$ cat config.mk
export PLATFORM = sky130hd
export DESIGN_NAME = fetch_stage
export DESIGN_NICKNAME = d
export VERILOG_FILES = /design/src/rtl/fetch_stage.sv
export SDC_FILE = /design/constraint.sdc
export NUM_CORES = 1
export LEC_CHECK = 0
export BUFFER_PORTS_ARGS = -buffer_cell sky130_fd_sc_hd__clkbuf_2
export CAP_MARGIN = 20
export CORE_MARGIN = 4
export CORE_UTILIZATION = 40
export DETAILED_ROUTE_END_ITERATION = 8
export SYNTH_ARGS = -nofsm -noshare
export SYNTH_HDL_FRONTEND = slang
export SYNTH_SLANG_ARGS = --single-unit
$ cat constraint.sdc
create_clock -name clk -period 3.77 [get_ports clk]
set_input_delay 0.754 -clock clk [delete_from_list [all_inputs] [get_ports clk]]
set_output_delay 0.754 -clock clk [all_outputs]
set_load 0.01 [all_outputs]
$ cat src/rtl/fetch_stage.sv
// Instruction fetch stage: drives the instruction-memory request, tracks the
// fetch PC and fills the IF/ID register. A one-entry skid buffer absorbs a
// response that arrives while decode is stalled. Redirects flush the pipe,
// drain any in-flight request, and take priority over everything else.
module fetch_stage (
    input  logic        clk,
    input  logic        rst,
    input  logic        stall,
    input  logic        redirect,
    input  logic [15:0] redirect_pc,
    output logic        imem_rd,
    output logic [15:0] imem_addr,
    input  logic        imem_done,
    input  logic [15:0] imem_data,
    output logic [15:0] instr_out,
    output logic [15:0] pc_plus2_out,
    output logic        valid_out,
    output logic        err
);

    localparam logic [15:0] NOP = 16'h0800;

    typedef enum logic [2:0] {
        S_REQ,
        S_WAIT,
        S_HOLD,
        S_DRAIN,
        S_HALT
    } state_t;

    state_t      r_state;
    state_t      w_next_state;

    logic [15:0] r_pc;
    logic [15:0] r_drain_addr;
    logic [15:0] r_instr;
    logic [15:0] r_pc_plus2;
    logic        r_valid;
    logic        r_err;
    logic [15:0] r_skid_instr;
    logic [15:0] r_skid_pc_plus2;

    logic [15:0] w_pc_plus2;
    logic [15:0] w_redirect_pc;
    logic        w_data_is_halt;
    logic        w_skid_is_halt;
    logic        w_redirect_drains;

    assign w_pc_plus2        = r_pc + 16'd2;
    assign w_redirect_pc     = {redirect_pc[15:1], 1'b0};
    assign w_data_is_halt    = (imem_data[15:11] == 5'b00000);
    assign w_skid_is_halt    = (r_skid_instr[15:11] == 5'b00000);
    // A request that has already waited a cycle may still answer later, so a
    // redirect there must drain it instead of reissuing immediately.
    assign w_redirect_drains = (r_state == S_WAIT) && !imem_done;

    assign instr_out    = r_instr;
    assign pc_plus2_out = r_pc_plus2;
    assign valid_out    = r_valid;
    assign err          = r_err;

    // State register with synchronous active-low reset.
    always_ff @(posedge clk) begin
        // NOTE: sequential state uses non-blocking assignments so every
        // register samples pre-edge values regardless of block ordering.
        if (!rst) begin
            r_state <= S_REQ;
        end else begin
            r_state <= w_next_state;
        end
    end

    // Next-state logic; redirect overrides every other condition.
    always_comb begin
        // NOTE: default assignment first so no path leaves the signal
        // unassigned, which would otherwise infer a latch.
        w_next_state = r_state;
        if (redirect) begin
            w_next_state = w_redirect_drains ? S_DRAIN : S_REQ;
        end else begin
            unique case (r_state)
                S_REQ, S_WAIT: begin
                    if (imem_done) begin
                        if (stall)               w_next_state = S_HOLD;
                        else if (w_data_is_halt) w_next_state = S_HALT;
                        else                     w_next_state = S_REQ;
                    end else begin
                        w_next_state = S_WAIT;
                    end
                end
                S_HOLD: begin
                    if (!stall) w_next_state = w_skid_is_halt ? S_HALT : S_REQ;
                end
                S_DRAIN: begin
                    if (imem_done) w_next_state = S_REQ;
                end
                S_HALT:  w_next_state = S_HALT;
                default: w_next_state = S_REQ;
            endcase
        end
    end

    // Memory request outputs; no request is issued while reset is asserted.
    always_comb begin
        imem_rd   = 1'b0;
        imem_addr = r_pc;
        unique case (r_state)
            S_REQ, S_WAIT: imem_rd = rst;
            S_DRAIN: begin
                imem_rd   = rst;
                imem_addr = r_drain_addr;
            end
            default: imem_rd = 1'b0;
        endcase
    end

    // PC, IF/ID register, skid buffer and sticky error.
    always_ff @(posedge clk) begin
        if (!rst) begin
            r_pc            <= 16'h0000;
            r_drain_addr    <= 16'h0000;
            r_instr         <= NOP;
            r_pc_plus2      <= 16'h0000;
            r_valid         <= 1'b0;
            r_err           <= 1'b0;
            // NOTE: the skid entry is cleared on reset even though HOLD is
            // the only reader, so its contents are never stale after reset.
            r_skid_instr    <= 16'h0000;
            r_skid_pc_plus2 <= 16'h0000;
        end else if (redirect) begin
            r_pc       <= w_redirect_pc;
            r_err      <= r_err | redirect_pc[0];
            r_instr    <= NOP;
            r_pc_plus2 <= 16'h0000;
            r_valid    <= 1'b0;
            if (w_redirect_drains) r_drain_addr <= r_pc;
        end else begin
            unique case (r_state)
                S_REQ, S_WAIT: begin
                    if (imem_done) begin
                        r_pc <= w_pc_plus2;
                        if (stall) begin
                            r_skid_instr    <= imem_data;
                            r_skid_pc_plus2 <= w_pc_plus2;
                        end else begin
                            r_instr    <= imem_data;
                            r_pc_plus2 <= w_pc_plus2;
                            r_valid    <= 1'b1;
                        end
                    end else if (!stall) begin
                        r_instr    <= NOP;
                        r_pc_plus2 <= 16'h0000;
                        r_valid    <= 1'b0;
                    end
                end
                S_HOLD: begin
                    if (!stall) begin
                        r_instr    <= r_skid_instr;
                        r_pc_plus2 <= r_skid_pc_plus2;
                        r_valid    <= 1'b1;
                    end
                end
                default: begin
                    if (!stall) begin
                        r_instr    <= NOP;
                        r_pc_plus2 <= 16'h0000;
                        r_valid    <= 1'b0;
                    end
                end
            endcase
        end
    end

endmodule

After elaboration in Yosys (flattened, before gate mapping):

Cells that the tools add are included.
Widths: inputs -> output; s select.

* equality and inequality tests: 8
* reductions and logical operators: 16
* bitwise operators: 3
* mux-type cells: 28
* add/sub/neg operators: 1

Operators by type and width (count)
* $mux 16: 12
* $pmux 16 s2: 2
* $mux 3: 7
* $add 16x2->16 const B: 1
* $pmux 3 s4: 1
* $logic_not 5->1: 2
* $reduce_and 2->1: 5
* $ne 3x3->1 const B: 3
* $eq 3x2->1 const B: 2
* $mux 1: 4
* $reduce_and 4->1: 1
* $reduce_bool 2->1: 2
* $reduce_or 2->1: 2
* $eq 3x1->1 const B: 1
* $eq 3x3->1 const B: 1
* $logic_not 3->1: 1
* $reduce_or 3->1: 1
* $mux 2: 1
* $ne 2x2->1 const B: 1
* $not 1->1: 2
* $pmux 1 s2: 1
* $logic_and 1x1->1: 1
* $logic_not 1->1: 1
* $or 1x1->1: 1

* input port bits: 37
* word-level logic and storage cells: 66
* output and inout bits: 51
* register bits after elaboration: 101

Logic depth before layout (Yosys ltp):

* depth in word-level cells: 6
* depth in mapped cells: 7
* depth with buffers taken out: 6

Worst setup path after synthesis:

OpenSTA, ideal clock, no wires.

* path kind: register to output
* start point: reg r_state[2]
* end point: out imem_addr[10]
* data arrival time: 1460 ps
* slack: 1556 ps
* required time: 3016 ps
* cell stages (with the launch flop): 6
* path buffers: 3
* path through: dfxtp_1 buf_2 or3_1 buf_2 buf_2 mux2_2

* longest elaborated chain between the ends: 2

RTL lines
* from (decl): line 31 `state_t r_state;`
* from (signal assigned): line 69 `r_state <= w_next_state;`
* $eq 3x2->1: line 107 `unique case (r_state)`
* $mux 16: line 107
* to (decl): line 12 `output logic [15:0] imem_addr,`

Every way passes these cells.

Worst setup path in the final report:

* start point: reg r_state[1]
* end point: out imem_addr[3]

Same word-level chain as after synthesis.

==> impl_summary.txt <==
----------------------------------------------------
[Status]
  Result of the run ... completed

[STA]
  Setup repair after global routing missed its margin ... false
  # setup viols final ... 0
  Worst clock skew ... 10.3 ps
  Least-Margin Pin Slew ... approximately 860 ps
  Final setup slack of the worst path ... roughly 780 ps
  Minimum clock period ... about 3000 ps
  Total count of max-transition violations in the final report ... 0
  Worst-case headroom to the max-slew limit ... between 40% and 50%
  Final Hold Viols ... 0
  Fin Setup TNS ... 0 ps
  Part of the cycle the worst path needs ... roughly four fifths
  F_max ... roughly 0.33 GHz

[Clock network]
  Clock Tree Buf Depth ... 2
  CTS sink cnt ... around 100
  Number of gates resized after CTS ... 0
  Root cell of the clock tree ... clkbuf_16
  Maximum level of the CTS H-tree ... 3
  Post-CTS Hold Fix Bufs ... 0
  Setup repair bufs after CTS ... 0
  CTS buffer count ... 9
  Worst skew pair latency ... 350 ps
  Clock slew at the register clock pins of the worst setup and hold paths ... approximately 70 ps
  Clock tree from TritonCTS ... yes

[GRT]
  Wire length of the first global-routing pass ... ~19 mm
  Largest net degree at the start of global routing ... 50
  Antenna violations before repair ... 0
  Total routing resource utilization after global routing ... a little under a fifth
  Global route overflow ... 0
  Number of global-route vias before repair ... ~3800

[Logic synthesis]
  Syn. warnings ... 0
  Proportion of synthesized area in mux cells ... under 10%
  Synthesized-area fraction occupied by and/or/nand/nor cells ... between 10% and 20%
  Ys flop type ... dfxtp_1
  Most area-hungry cell type in the Yosys netlist ... dfxtp_1
  Compound-gate portion of the synthesized area ... between 15 and 20%
  Number of instances in the synthesized netlist ... roughly 500
  Xor and xnor fraction of the mapped netlist area ... 5.42%
  Flip-flop and latch count after synthesis ... a little under 100
  Number of distinct library cell variants in the gate-level netlist after synthesis ... 54
  Number of synthesized flops with an enable pin ... 0
  Async set or reset register ratio after synthesis ... 0%
  Post-synth net total ... roughly 550
  Cell types occupying the most area after synthesis ... dfxtp_1, a21oi_1, nand2_1
  Post-synthesis adder-cell area fraction ... less than 1%
  Synthesized area per cell ... about 8.8 µm²
  Share of synthesized area occupied by flip-flops and latches ... a little over two fifths
  Post-synthesis instance area ... ~0.0045 mm²
  Area share of the largest cell type after synthesis ... a little over two fifths
  Main combinational cell family by area after synthesis ... compound AO/OA/AOI/OAI gates

[Placement]
  Pre-CTS setup slack ... ~1100 ps
  Buffers on Ports ... 86
  GPL Wtd Cong ... about 0.8
  Cells after DPL ... ~700
  Hpwl dp ... about 8.0 mm

[Cells and area]
  Register area ... around 0.0020 mm²
  Share of cells above drive strength 1 ... a little under a quarter
  Total area of multi-input combinational cells ... between 0.002 and 0.0025 mm²
  Non-Filler Instances ... 720
  Total number of nets in the final design ... a little over 600
  Antenna cell count ... 0
  Layout-stage area growth over the synthesis result ... 16.9%
  Filler Cell Count ... 1078

[Floorplanning]
  Standard-cell row count ... 38
  Starting density of the core ... around two fifths
  Die height ... approximately 110 µm
  Die W ... 114 µm
  I/O pins ... around 90
  Placeable Area ... 0.0109 mm²
  Area of the die ... between 0.01 and 0.015 mm²

[Pwr]
  Max rail drop VDD ... approximately 200 µV
  Cell area power density ... ~430 mW/mm²
  Total leakage power ... approximately 2.1 nW

[Drt]
  DRC violation total after the first TritonRoute iteration ... between 100 and 150
  Number of iterations in the first detailed-routing pass ... 4
  Total length of routed wires ... between 10 and 15 mm
  Number of design rule violations left after detail routing ... 0
  Routed via count ... 3829
  Final routed wire length divided by cell count ... approximately 16 µm
  Routed Antenna Nets ... 0
  Per-cell via count in the routed design ... around 5.3

[Worst setup path]
  Chain of cells forming the critical path ... inv_1 > or3_1 > mux2_2 > clkbuf_2
  CP required ... a little over 3000 ps
  Critical path endpoint category ... primary output
  Cell with the biggest individual delay on the critical path ... or3_1
  Reg-to-reg startpoint ... r_state[2]
  Total buffers and inverters traversed by the critical path ... 2
  Crit start category ... flop
  Family with the most delay on the worst path ... simple AND/OR/NAND/NOR gates
  Data arrival, critical path ... 2230 ps
  Highest net fanout along the worst path ... 16
  CP Launch Point ... r_state[1]
  Critical Setup Path Class ... flop to primary output
  Largest stage delay, worst path ... around 650 ps

[Worst hold path]
  Hold Path Origin ... r_skid_instr[6]
  Class of the tightest hold or removal check ... flop to flop

[Run]
  Max-cap viol count ... 0

----------------------------------------------------
-- cells by family after synthesis --
| group | Yosys count |
|---|---|
| muxes | 30 |
| AOI/OAI and AO/OA | 136 |
| DFF | 98 |
| xor gates and xnor gates | 28 |
| buffers and inverters | 53 |
| other | 1 |
| adders and majority gates | 2 |
| and+or+nand+nor | 166 |
-- worst reg2reg max path, stage by stage (launching register included) --
cell and delay [ps]:
dfxtp_1 460, or3b_1 710, nor3_4 520, buf_4 310, o21ai_0 100, a21oi_1 140
-- placed cells by master (no fill, tap or decap), types with 3 or more instances in the layout --
cell,synthesis,layout
nor3_1,16,16
clkbuf_2,1,86
xor2_1,13,13
o32ai_1,4,4
nand3_1,4,4
inv_1,4,4
mux2i_1,15,15
buf_4,4,11
a21boi_1,9,9
a21oi_1,42,42
nor2b_1,18,18
o211a_1,10,10
xnor2_1,15,15
a221o_1,3,3
a21boi_0,8,8
nor4_1,3,3
and2_1,3,3
nand4_1,5,5
o21ai_0,35,35
and3_1,7,7
clkbuf_16,0,9
a221oi_1,14,14
nand2_1,54,54
dfxtp_1,98,98
mux2_2,15,15
nor2_1,40,40
a22oi_1,3,3
-- report_power, final --
group	switching, mW	internal [mW]	total [mW]
clock	0.405	0.483	0.889
combinational	0.149	0.111	0.260
sequential	0.0412	1.08	1.12
total	0.596	1.67	2.27
-- final timing paths --
| path | slack [ps] | cells after the start | end |
|---|---|---|---|
| worst max-delay path | 780 | 4 | imem_addr[3] |
| worst min-delay path | 460 | 2 | r_skid_instr[6] |
| worst max register to register | 1450 | 5 | r_skid_pc_plus2[12] |
| worst min register to register | 460 | 2 | r_skid_instr[6] |
-- registers in the layout (all words and copies together) (netlist names) --
name and cells:
valid_out 1, err 1, r_pc 15, r_skid_pc_plus2 15, r_skid_instr 16, r_drain_addr 15, r_state 3, instr_out 16
pc_plus2_out 16
-- cells in the mapped netlist, types with 4 or more instances --
cell type	count
and3_1	7
o21ai_0	35
mux2i_1	15
nand4_1	5
nand2_1	54
inv_1	4
nor3_1	16
clkbuf_1	25
buf_4	4
nand3_1	4
nor2_1	40
a221oi_1	14
xnor2_1	15
a21oi_1	42
buf_2	16
o211a_1	10
xor2_1	13
o32ai_1	4
a21boi_1	9
a21boi_0	8
dfxtp_1	98
nor2b_1	18
mux2_2	15
-- metrics by stage --
step / total power [mW] / util, % / hold slack [ps] / instance area [µm²]
finish: 2.27 / 48.3 / 457 / 5280
floorplan: 1.31 / - / 435 / 4520
CTS: 2.29 / 48.2 / 457 / 5270
detailed placement: 1.40 / 45.6 / 449 / 4990
global route: 2.36 / 48.3 / 478 / 5280
global placement: 1.39 / 45.6 / 443 / 4990
-- routing by layer --
metal | part of all wire [%] | vias to the layer above | global-route usage (%)
met1 | 47 | 1799 | 24.4
met4 | 1.4 | 0 | 6.02
met2 | 46 | 103 | 29.0
met3 | 6.0 | 11 | 4.65
met5 | 0 | - | 0
li1 | - | 1916 | -
-- final cells by class --
| class | count | area share, % |
|---|---|---|
| timing repair buffer | 98 | 9.92 |
| inverter | 5 | 0.355 |
| sequential | 98 | 37.1 |
| clock inverter | 4 | 0.497 |
| multi-input combinational | 363 | 43.9 |
| tap | 140 | 3.32 |
| clock buffer | 12 | 4.85 |
No activity file was read; power rests on OpenSTA's default activity.
